### src/rtl/vga_pkg.sv
// Display constants and the sweep state encoding shared by the sprite bank.
package vga_pkg;

  localparam int VGA_CW       = 12;
  localparam int VGA_D_WIDTH  = 640;
  localparam int VGA_D_HEIGHT = 480;

  typedef enum logic [0:0] {
    ST_IDLE  = 1'b0,
    ST_SWEEP = 1'b1
  } sweep_state_e;

  function automatic int clamp_int(input int v, input int lo, input int hi);
    if (v < lo) return lo;
    if (v > hi) return hi;
    return v;
  endfunction

endpackage

### src/rtl/sprite_axis_step.sv
// One-axis bounce step: advances a coordinate by spd toward dir and reflects off [lo, hi].
module sprite_axis_step #(
  parameter int CW    = 12,
  parameter int SPD_W = 4
) (
  input  logic [CW-1:0]    pos_i,
  input  logic             dir_i,
  input  logic [SPD_W-1:0] spd_i,
  input  logic [CW-1:0]    lo_i,
  input  logic [CW-1:0]    hi_i,
  output logic [CW-1:0]    pos_o,
  output logic             dir_o,
  output logic             hit_o
);

  logic [CW:0] pos_w, spd_w, lo_w, hi_w, fwd_w, thr_w;

  // One extra bit keeps pos+spd and lo+spd from wrapping near the top of the range.
  always_comb begin
    pos_w = {1'b0, pos_i};
    spd_w = (CW+1)'(spd_i);
    lo_w  = {1'b0, lo_i};
    hi_w  = {1'b0, hi_i};
    fwd_w = pos_w + spd_w;
    thr_w = lo_w + spd_w;
    pos_o = pos_i;
    dir_o = dir_i;
    hit_o = 1'b0;
    if (spd_i != '0) begin
      if (dir_i) begin
        if (fwd_w >= hi_w) begin
          pos_o = hi_i;
          dir_o = 1'b0;
          hit_o = 1'b1;
        end else begin
          pos_o = fwd_w[CW-1:0];
        end
      end else begin
        if (pos_w <= thr_w) begin
          pos_o = lo_i;
          dir_o = 1'b1;
          hit_o = 1'b1;
        end else begin
          pos_o = pos_i - CW'(spd_i);
        end
      end
    end
  end

endmodule

### src/rtl/sprite_bank.sv
// Bank of bouncing objects: per-object state in register arrays, updated one object per
// cycle by a single shared X/Y step datapath on each animation strobe.
module sprite_bank
  import vga_pkg::*;
#(
  parameter int N_OBJ    = 4,
  parameter int H_WIDTH  = 20,
  parameter int H_HEIGHT = 20,
  parameter int D_WIDTH  = VGA_D_WIDTH,
  parameter int D_HEIGHT = VGA_D_HEIGHT,
  parameter int CW       = VGA_CW,
  parameter int SPD_W    = 4,
  localparam int IDW     = (N_OBJ > 1) ? $clog2(N_OBJ) : 1
) (
  input  logic               i_clk,
  input  logic               i_rst_n,
  input  logic               i_ani_stb,
  input  logic               i_animate,
  input  logic               i_ld_valid,
  output logic               o_ld_ready,
  input  logic [IDW-1:0]     i_ld_id,
  input  logic [CW-1:0]      i_ld_x,
  input  logic [CW-1:0]      i_ld_y,
  input  logic               i_ld_xdir,
  input  logic               i_ld_ydir,
  input  logic [SPD_W-1:0]   i_ld_spd,
  output logic [N_OBJ*CW-1:0] o_x1,
  output logic [N_OBJ*CW-1:0] o_x2,
  output logic [N_OBJ*CW-1:0] o_y1,
  output logic [N_OBJ*CW-1:0] o_y2,
  output logic [N_OBJ-1:0]   o_hit,
  output logic               o_busy,
  output logic               o_overrun
);

  localparam int L_I = H_WIDTH;
  localparam int R_I = D_WIDTH - 1 - H_WIDTH;
  localparam int T_I = H_HEIGHT;
  localparam int B_I = D_HEIGHT - 1 - H_HEIGHT;

  localparam logic [CW-1:0]    L_C     = CW'(L_I);
  localparam logic [CW-1:0]    R_C     = CW'(R_I);
  localparam logic [CW-1:0]    T_C     = CW'(T_I);
  localparam logic [CW-1:0]    B_C     = CW'(B_I);
  localparam logic [CW-1:0]    X_RST   = CW'(D_WIDTH / 2);
  localparam logic [CW-1:0]    Y_RST   = CW'(D_HEIGHT / 2);
  localparam logic [SPD_W-1:0] SPD_RST = SPD_W'(1);

  sweep_state_e     state_q, state_d;
  logic [IDW-1:0]   idx_q, idx_d;
  logic             pending_q, pending_d;
  logic             overrun_q, overrun_d;
  logic [N_OBJ-1:0] hit_q, hit_d;

  logic [CW-1:0]    x_q   [N_OBJ];
  logic [CW-1:0]    y_q   [N_OBJ];
  logic [SPD_W-1:0] spd_q [N_OBJ];
  logic [N_OBJ-1:0] xdir_q, ydir_q;

  logic             stb, in_sweep, last_idx, ld_fire, ld_id_ok;
  logic [CW-1:0]    nxt_x, nxt_y, ld_x_c, ld_y_c;
  logic             nxt_xdir, nxt_ydir, hit_x, hit_y;

  assign stb        = i_ani_stb && i_animate;
  assign in_sweep   = (state_q == ST_SWEEP);
  assign last_idx   = (idx_q == IDW'(N_OBJ - 1));
  assign o_ld_ready = (state_q == ST_IDLE) && !pending_q;
  assign ld_fire    = i_ld_valid && o_ld_ready;
  assign o_busy     = in_sweep;
  assign o_overrun  = overrun_q;
  assign o_hit      = hit_q;

  // Out-of-range ids are handshaken but never written.
  generate
    if ((1 << IDW) == N_OBJ) begin : g_id_full
      assign ld_id_ok = 1'b1;
    end else begin : g_id_part
      assign ld_id_ok = (i_ld_id < IDW'(N_OBJ));
    end
  endgenerate

  assign ld_x_c = CW'(clamp_int(int'(i_ld_x), L_I, R_I));
  assign ld_y_c = CW'(clamp_int(int'(i_ld_y), T_I, B_I));

  sprite_axis_step #(.CW(CW), .SPD_W(SPD_W)) u_step_x (
    .pos_i (x_q[idx_q]),
    .dir_i (xdir_q[idx_q]),
    .spd_i (spd_q[idx_q]),
    .lo_i  (L_C),
    .hi_i  (R_C),
    .pos_o (nxt_x),
    .dir_o (nxt_xdir),
    .hit_o (hit_x)
  );

  sprite_axis_step #(.CW(CW), .SPD_W(SPD_W)) u_step_y (
    .pos_i (y_q[idx_q]),
    .dir_i (ydir_q[idx_q]),
    .spd_i (spd_q[idx_q]),
    .lo_i  (T_C),
    .hi_i  (B_C),
    .pos_o (nxt_y),
    .dir_o (nxt_ydir),
    .hit_o (hit_y)
  );

  // A strobe that lands on the final sweep cycle, or a pending one, chains straight into a new sweep.
  always_comb begin
    state_d   = state_q;
    idx_d     = idx_q;
    pending_d = pending_q;
    overrun_d = overrun_q;
    case (state_q)
      ST_IDLE: begin
        if (stb) begin
          state_d = ST_SWEEP;
          idx_d   = '0;
        end
      end
      ST_SWEEP: begin
        if (last_idx) begin
          if (pending_q) begin
            idx_d     = '0;
            pending_d = stb;
          end else if (stb) begin
            idx_d = '0;
          end else begin
            state_d = ST_IDLE;
          end
        end else begin
          idx_d = idx_q + 1'b1;
          if (stb) begin
            if (pending_q) overrun_d = 1'b1;
            else           pending_d = 1'b1;
          end
        end
      end
      default: state_d = ST_IDLE;
    endcase
  end

  always_comb begin
    hit_d = '0;
    if (in_sweep) hit_d[idx_q] = hit_x | hit_y;
  end

  always_ff @(posedge i_clk or negedge i_rst_n) begin
    if (!i_rst_n) begin
      state_q   <= ST_IDLE;
      idx_q     <= '0;
      pending_q <= 1'b0;
      overrun_q <= 1'b0;
      hit_q     <= '0;
    end else begin
      state_q   <= state_d;
      idx_q     <= idx_d;
      pending_q <= pending_d;
      overrun_q <= overrun_d;
      hit_q     <= hit_d;
    end
  end

  always_ff @(posedge i_clk or negedge i_rst_n) begin
    if (!i_rst_n) begin
      for (int i = 0; i < N_OBJ; i++) begin
        x_q[i]    <= X_RST;
        y_q[i]    <= Y_RST;
        spd_q[i]  <= SPD_RST;
        xdir_q[i] <= (i % 2 == 0);
        ydir_q[i] <= (i % 2 == 0);
      end
    end else if (ld_fire && ld_id_ok) begin
      x_q[i_ld_id]    <= ld_x_c;
      y_q[i_ld_id]    <= ld_y_c;
      spd_q[i_ld_id]  <= i_ld_spd;
      xdir_q[i_ld_id] <= i_ld_xdir;
      ydir_q[i_ld_id] <= i_ld_ydir;
    end else if (in_sweep) begin
      x_q[idx_q]    <= nxt_x;
      y_q[idx_q]    <= nxt_y;
      xdir_q[idx_q] <= nxt_xdir;
      ydir_q[idx_q] <= nxt_ydir;
    end
  end

  genvar gi;
  generate
    for (gi = 0; gi < N_OBJ; gi++) begin : g_edges
      assign o_x1[gi*CW +: CW] = x_q[gi] - CW'(H_WIDTH);
      assign o_x2[gi*CW +: CW] = x_q[gi] + CW'(H_WIDTH);
      assign o_y1[gi*CW +: CW] = y_q[gi] - CW'(H_HEIGHT);
      assign o_y2[gi*CW +: CW] = y_q[gi] + CW'(H_HEIGHT);
    end
  endgenerate

endmodule
### config.mk
export PLATFORM = sky130hd
export DESIGN_NAME = sprite_bank
export DESIGN_NICKNAME = d
export VERILOG_FILES = /design/src/rtl/vga_pkg.sv /design/src/rtl/sprite_axis_step.sv /design/src/rtl/sprite_bank.sv
export SDC_FILE = /design/constraint.sdc
export NUM_CORES = 1
export LEC_CHECK = 0
export ABC_AREA = 1
export CORE_UTILIZATION = 54
export CTS_CLUSTER_DIAMETER = 80
export DETAILED_ROUTE_END_ITERATION = 8
export PLACE_DENSITY = 0.88
export SLEW_MARGIN = 10
export SYNTH_ARGS = -nofsm -noshare
export SYNTH_HDL_FRONTEND = slang
export SYNTH_SLANG_ARGS = --single-unit
### constraint.sdc
create_clock -name i_clk -period 4.56 [get_ports i_clk]
set_clock_uncertainty 0.05 [all_clocks]
set_input_delay 1.14 -clock i_clk [delete_from_list [all_inputs] [get_ports i_clk]]
set_output_delay 1.14 -clock i_clk [all_outputs]
set_load 0.005 [all_outputs]
==> results of run 1 <==
[cells in the final DEF (no fill, tap or decap), drive strengths merged, types with 4 or more instances in the layout]
cell type / synthesis / final
nor3: 30 / 30
or2: 4 / 4
a22oi: 6 / 6
nand4: 18 / 18
xor2: 112 / 112
dfstp: 32 / 32
dfrtp: 97 / 97
a21oi: 177 / 177
nor2: 190 / 190
a32oi: 6 / 6
o21ai: 131 / 131
clkbuf: 47 / 17
fa: 4 / 4
xnor2: 24 / 24
buf: 69 / 34
clkdlybuf4s50: 0 / 234
nand2: 390 / 390
nand3: 153 / 153
inv: 227 / 237
ha: 44 / 44
clkinv: 4 / 6
nor4: 8 / 8
o22ai: 17 / 17
[stage by stage]
step	setup slack, ns	cells
after CTS	0.4109	2262
after floorplan	0.9171	1803
final	0.3024	2262
after detailed placement	0.5019	2230
after global routing	0.1012	2262
after global placement	0.5619	2230
[what timing repair did]
item	4_1_cts	5_1_grt
buffers inserted	0	0
resized for setup	0	1
endpoints found under the hold margin	0	0
setup endpoints to repair	0	1
[layer usage]
layer  global-route usage  share of wire  vias up  wire (µm)
li1                     -              -     6122          -
met1               0.5091           0.36     6166      16870
met2               0.6717           0.45     1046      21140
met3              0.09970           0.12      239       5667
met4               0.2783          0.071        4       3355
met5                    0        0.00040        -         19
[flip-flops by register name, summed over array words and instances (netlist names), 2 cells and up]
register,flops
idx_q,2
o_hit,4
spd_q,16
x_q,48
xdir_q,4
y_q,48
ydir_q,4
[final timing paths]
path / cells past startpoint / endpoint / from
min in group asynchronous: 1 / xdir_q[3]$_DFFE_PN0P_ / i_rst_n
hold reg to reg: 1 / o_overrun$_DFFE_PN0P_ / o_overrun$_DFFE_PN0P_
max in group asynchronous: 2 / y_q[41]$_DFFE_PN1P_ / i_rst_n
setup / recovery: 6 / o_x2[34] / x_q[14]$_DFFE_PN0P_
hold / removal: 1 / o_overrun$_DFFE_PN0P_ / o_overrun$_DFFE_PN0P_
setup reg to reg: 20 / x_q[39]$_DFFE_PN0P_ / idx_q[1]$_DFF_PN0_
[logic make-up after synthesis]
family / Yosys count / share of synthesized area
flip-flops: 129 / 0.2750
AO/OA/AOI/OAI: 346 / 0.1536
buffers and inverters: 347 / 0.1290
XOR/XNOR: 136 / 0.1002
adder cells (fa/ha/maj): 48 / 0.05306
AND/OR/NAND/NOR: 797 / 0.2891
[layout make-up]
| class | count | area share |
|---|---|---|
| Timing Repair Buffer | 268 | 0.1777 |
| Clock buffer | 17 | 0.02882 |
| Clock inverter | 15 | 0.009580 |
| Multi-Input combinational cell | 1327 | 0.4802 |
| Inverter | 231 | 0.05892 |
| Tap cell | 275 | 0.02331 |
| Sequential cell | 129 | 0.2215 |
==> metrics.cfg, run 1 <==
[run_status]
outcome=complete, no violations

[timing]
setup_violations=0
fmax_mhz=234.9
hold_violations=0
rsz0062_at_grt=no
hold-worst-slack_ns=0.4291
finalSetupTns_ns=0
worst_slew_pin_slew_ns=0.9398
maxSlewHeadroom=0.3668
fin_crit_sh=0.9337
finalMaxSlewViolations=0
period_minus_slack_ns=4.258

[worst_setup_path]
path_max_fanout=6
setup.worst_path.end_class=output pin
slowest_delay_ns=0.59
crit_path_start_kind=register
path_delay_family=simple AND/OR/NAND/NOR gates
crit_chain=ha_1, o21ai_0, nor3_1, nand3_1, xor2_1, clkdlybuf4s50_1
path_buf_inv=1
critical_path_class=register to output pin
slowest_stage=clkdlybuf4s50_1
rrSetupSlack_ns=0.42
crit_required_ns=3.37
arrival_ns=3.07

[place]
gp_congestion=1.025
portBuffers=235
dp_hpwl_um=34440
dpl-instance-area_um2=14190

[layout]
final_util=0.6934
areaGrowthSynthToFinish_pct=24.19
seqCellArea_um2=3269
design_area_um2=14760
drive_above_1_share=0.07448
diodes=0
finalNetCount=2059
fillers=1818
multi_input_area_um2=7087

[logic_synthesis]
netlist_instances=1803
yosysTopAreaCell=dfrtp_1
yosysMostFrequentCell=nand2_1
syn_avg_cell_area_um2=6.591
ys_seq_area_frac=0.2750
synth-edff-count=0
synth_cell_types=43
syn_area_um2=11880
synth-async-reset-ratio=1.000
synth_ff_type=dfrtp_1
ys_seq_elements=129
yosys_warnings=0
syn_nets=1888
synth_top_cell_area_share=0.2043
synth.top_cells.by_count=nand2_1 (375), inv_1 (218), nor2_1 (184)
yosys-top-cells-area=dfrtp_1 (20%), nand2_1 (12%), xor2_1 (8.3%)

[grt]
grt_pass1_wl_um=71170
grt_max_degree=88
grt-ovfl-total=0
grt_pass1_vias=12890
antenna_found_initial=2
grt_usage=0.4221

[die]
die_x_um=150.4
dieArea_um2=22610
io-pin-count=236
fp.dieH_um=150.4
initial_utilization=0.5583
coreArea_um2=21290
rows=53

[routing]
drt_pre_antenna_iters=7
vias=13580
drt_iter0_drc=1721
vias_per_cell=6.002
drc_errors=0
ant_nets=0
drt_wl_total_um=47050
wire_per_inst_um=20.80

[cts]
clock-root-buffer=clkbuf_16
cts_tree=done
clk_path_buf_depth=2
clock_latency_ns=0.44
cts-buffers-inserted=17
postCtsHoldBufs=0
clock_sinks=129
cts_htree_levels=4
path_clk_slew_ns=0.07

[worst_hold_path]
hp-class=register to register

[job]
maxCapViolCount=0

Power of run 1 is not shown: default switching activity piles up to over one toggle a cycle in this logic, so the estimate is an artifact.
==> run 2: changes to the inputs <==
--- a/config.mk
+++ b/config.mk
@@ -6,6 +6,7 @@
 export NUM_CORES = 1
 export LEC_CHECK = 0
 export ABC_AREA = 1
+export ABC_CLOCK_PERIOD_IN_PS = 4560
 export CORE_UTILIZATION = 54
 export CTS_CLUSTER_DIAMETER = 80
 export DETAILED_ROUTE_END_ITERATION = 8
==> results of run 2 <==
The final DEF is identical to that of run 1; final timing and power are the same.
Power of run 2 is left out for the same reason.
==> run 3: changes to the inputs <==
--- a/config.mk
+++ b/config.mk
@@ -5,8 +5,8 @@
 export SDC_FILE = /design/constraint.sdc
 export NUM_CORES = 1
 export LEC_CHECK = 0
-export ABC_AREA = 1
-export ABC_CLOCK_PERIOD_IN_PS = 4560
+export ABC_AREA = 0
+export ABC_CLOCK_PERIOD_IN_PS = 4160
 export CORE_UTILIZATION = 54
 export CTS_CLUSTER_DIAMETER = 80
 export DETAILED_ROUTE_END_ITERATION = 8
==> constraint.sdc (replaced) <==
create_clock -name i_clk -period 4.16 [get_ports i_clk]
set_clock_uncertainty 0.05 [all_clocks]
set_input_delay 1.04 -clock i_clk [delete_from_list [all_inputs] [get_ports i_clk]]
set_output_delay 1.04 -clock i_clk [all_outputs]
set_load 0.005 [all_outputs]
==> metrics.cfg, run 3 <==
[place]
gp_congestion=1.078  ; +5.2%
pre_cts_ws_ns=0.07101  ; -0.4309 ns
portBuffers=235  ; unchanged
dp_hpwl_um=32710  ; -5.0%

[die]
rows=53  ; unchanged
die_x_um=149.7  ; -0.43%
io-pin-count=236  ; unchanged
dieArea_um2=22410  ; -0.86%
fp.dieH_um=149.7  ; -0.43%
coreArea_um2=21220  ; -0.31%
initial_utilization=0.5551  ; -0.003149

[grt]
grt_pass1_vias=12240  ; -5.0%
grt_use_met1=0.5091  ; about the same
antenna_found_initial=0  ; -2
grt_max_degree=71  ; -19%
use_met2=0.5681  ; -0.1036
grt_usage=0.3941  ; -0.02807
grt.busiest_layer=met2
gr-usage-met3=0.1701  ; +0.07042
grt-ovfl-total=0  ; unchanged
grt_pass1_wl_um=67350  ; -5.4%

[routing]
drt_pre_antenna_iters=8  ; +1
drc_errors=0  ; unchanged
vias=12930  ; -4.8%
drt_iter0_drc=1863  ; +8.3%
ant_nets=0  ; unchanged
vias_per_cell=6.773  ; +13%
wire_per_inst_um=23.35  ; +12%
drt_wl_total_um=44570  ; -5.3%

[timing]
fmax_mhz=243.2
hold-worst-slack_ns=0.4069  ; -0.02216 ns
period_minus_slack_ns=4.112
setup_violations=0  ; unchanged
hold_violations=0  ; unchanged
worst_slew_pin_slew_ns=1.021  ; +0.08111 ns
finalWorstSetupSlack_ns=0.04817  ; -0.2542 ns
fin_crit_sh=0.9884
finalSetupTns_ns=0  ; unchanged
finalMaxSlewViolations=0  ; unchanged
maxSlewHeadroom=0.3190  ; -0.04784

[cts]
clock_latency_ns=0.44  ; about the same
cts-buffers-inserted=17  ; unchanged
cts_htree_levels=4  ; unchanged
clk_path_buf_depth=2  ; unchanged
clock-root-buffer=clkbuf_16
path_clk_slew_ns=0.06  ; about the same
cts_tree=done
clock_sinks=129  ; unchanged

[worst_setup_path]
crit_path_start_kind=register
r2r-end=y_q[7]$_DFFE_PN1P_
worstRegToRegCells=10  ; -50%
r2r_start=idx_q[1]$_DFF_PN0_
critPathCapture=y_q[7]$_DFFE_PN1P_
arrival_ns=4.39  ; +1.32 ns
setup.worst_path.end_class=register
path_max_fanout=19  ; +13
critical_path_class=register to register
startpoint=idx_q[1]$_DFF_PN0_
rrSetupSlack_ns=0.05  ; -0.37 ns
crit_required_ns=4.44  ; +1.07 ns

[logic_synthesis]
ys_seq_area_frac=0.2774  ; +0.002424
yosysMostFrequentCell=nor2_1
yosys.area_share.simple=0.2136  ; -0.07552
synth_cell_types=87  ; +100%
syn_nets=1544  ; -18%
synth-edff-count=0  ; unchanged
synth_xor_area_frac=0.1004  ; +0.0001401
synth_top_cell_area_share=0.2061  ; +0.001801
synth_compound_area_frac=0.2112  ; +0.05754
synth_ff_type=dfrtp_1
yosys-top-cells-area=dfrtp_1 (21%), dfstp_2 (7.1%), xnor2_1 (6.4%)
netlist_instances=1459  ; -19%
synthAdderAreaFrac=0.05353  ; +0.0004678
yosys_warnings=0  ; unchanged
synth-async-reset-ratio=1.000  ; unchanged
syn_avg_cell_area_um2=8.074  ; +22%
synth_mux_area_frac=0.06160  ; +0.06160
syn_area_um2=11780  ; -0.87%
synth.top_cells.by_count=nor2_1 (151), nand2_1 (147), o21ai_0 (132)
synth_top_family_by_area=simple AND/OR/NAND/NOR gates
ys_seq_elements=129  ; unchanged
yosysTopAreaCell=dfrtp_1

[layout]
drive_above_1_share=0.1181  ; +0.04363
finalNetCount=1706  ; -17%
diodes=0  ; unchanged
layout_common_cells=clkdlybuf4s50_1 (234), nor2_1 (151), nand2_1 (147)
areaGrowthSynthToFinish_pct=25.82
fillers=1601  ; -12%
layout_commonest_cell=clkdlybuf4s50_1
reg_top3=x_q (48), y_q (48), spd_q (16)

[job]
maxCapViolCount=0  ; unchanged

[run_status]
outcome=complete, no violations

[worst_hold_path]
hp-class=register to register

-- run 3: cell types whose count changed in the layout (fill, tap and decap cells not counted), moves of 19 or more --
cell     delta
nand2_1   -228
nor2_1     -33
a21oi_1    -81
buf_4      +27
xor2_1     -63
nor2b_1    +20
and3_1     +26
a31oi_1    +19
inv_1     -168
xnor2_1    +62
nand3_1   -111
mux4_2     +29
-- run 3: worst min-delay path by stage --
stage / start / endpoint / slack (ns) / cells past startpoint
5_1_grt: spd_q[12]$_DFFE_PN1P_ / spd_q[12]$_DFFE_PN1P_ / 0.44 / 2
4_1_cts: spd_q[12]$_DFFE_PN1P_ / spd_q[12]$_DFFE_PN1P_ / 0.41 / 2
3_5_place_dp: spd_q[12]$_DFFE_PN1P_ / spd_q[12]$_DFFE_PN1P_ / 0.40 / 2
2_1_floorplan: spd_q[4]$_DFFE_PN1P_ / spd_q[4]$_DFFE_PN1P_ / 0.39 / 2
3_3_place_gp: spd_q[12]$_DFFE_PN1P_ / spd_q[12]$_DFFE_PN1P_ / 0.39 / 2
6_report: spd_q[12]$_DFFE_PN1P_ / spd_q[12]$_DFFE_PN1P_ / 0.41 / 2
-- run 3: what timing repair did --
action / 4_1_cts / 5_1_grt
hold endpoints to repair: 0 / 0
hold buffers: 0 / 0
buffers inserted: 0 / 3
resized for setup: 0 / 15
setup endpoints to repair: 0 / 62
-- run 3: cell families (layout without fill, tap and decap cells) --
| family | Yosys count | count (layout) |
|---|---|---|
| simple gates | 516 | 516 |
| compound gates | 393 | 393 |
| buf+inv | 202 | 377 |
| xor+xnor | 135 | 135 |
| flops | 129 | 129 |
| fa+ha+maj | 48 | 48 |
| mux | 36 | 36 |
-- run 3: through the flow --
| step | cells | area (µm²) | utilization |
|---|---|---|---|
| after floorplan | 1459 | 11790 | - |
| after global placement | 1874 | 14140 | 0.6663 |
| after detailed placement | 1874 | 14140 | 0.6663 |
| after CTS | 1906 | 14730 | 0.6940 |
| after global routing | 1909 | 14820 | 0.6985 |
| final | 1909 | 14820 | 0.6985 |
-- run 3: critical path: stages, from the launching register on --
cell,delay [ns]
dfrtp_4,0.61
mux4_2,0.61
ha_1,0.51
nor3b_1,0.11
o31a_1,0.34
o2111ai_1,0.25
mux2i_1,0.32
nand2b_1,0.21
o21ai_2,0.21
a2111oi_2,0.60
o22ai_1,0.18
-- run 3: layer usage --
metal  share of wire  vias up  routed length, µm
met5               0        -                  0
met2            0.43     1164              19120
met3            0.17      236               7444
li1                -     5455                  -
met1            0.35     6074              15740
met4           0.051        0               2267
-- run 3: layout make-up --
class                      count  area (µm²)  share of cell area
clock inverter                13       153.9             0.01038
clock buffer                  19       432.9             0.02921
inverter                      50       187.7             0.01266
timing repair buffer         295        2816              0.1900
sequential                   129        3276              0.2210
tap                          275       344.1             0.02321
multi-input combinational   1128        7611              0.5135
Power of run 3 is left out for the same reason.
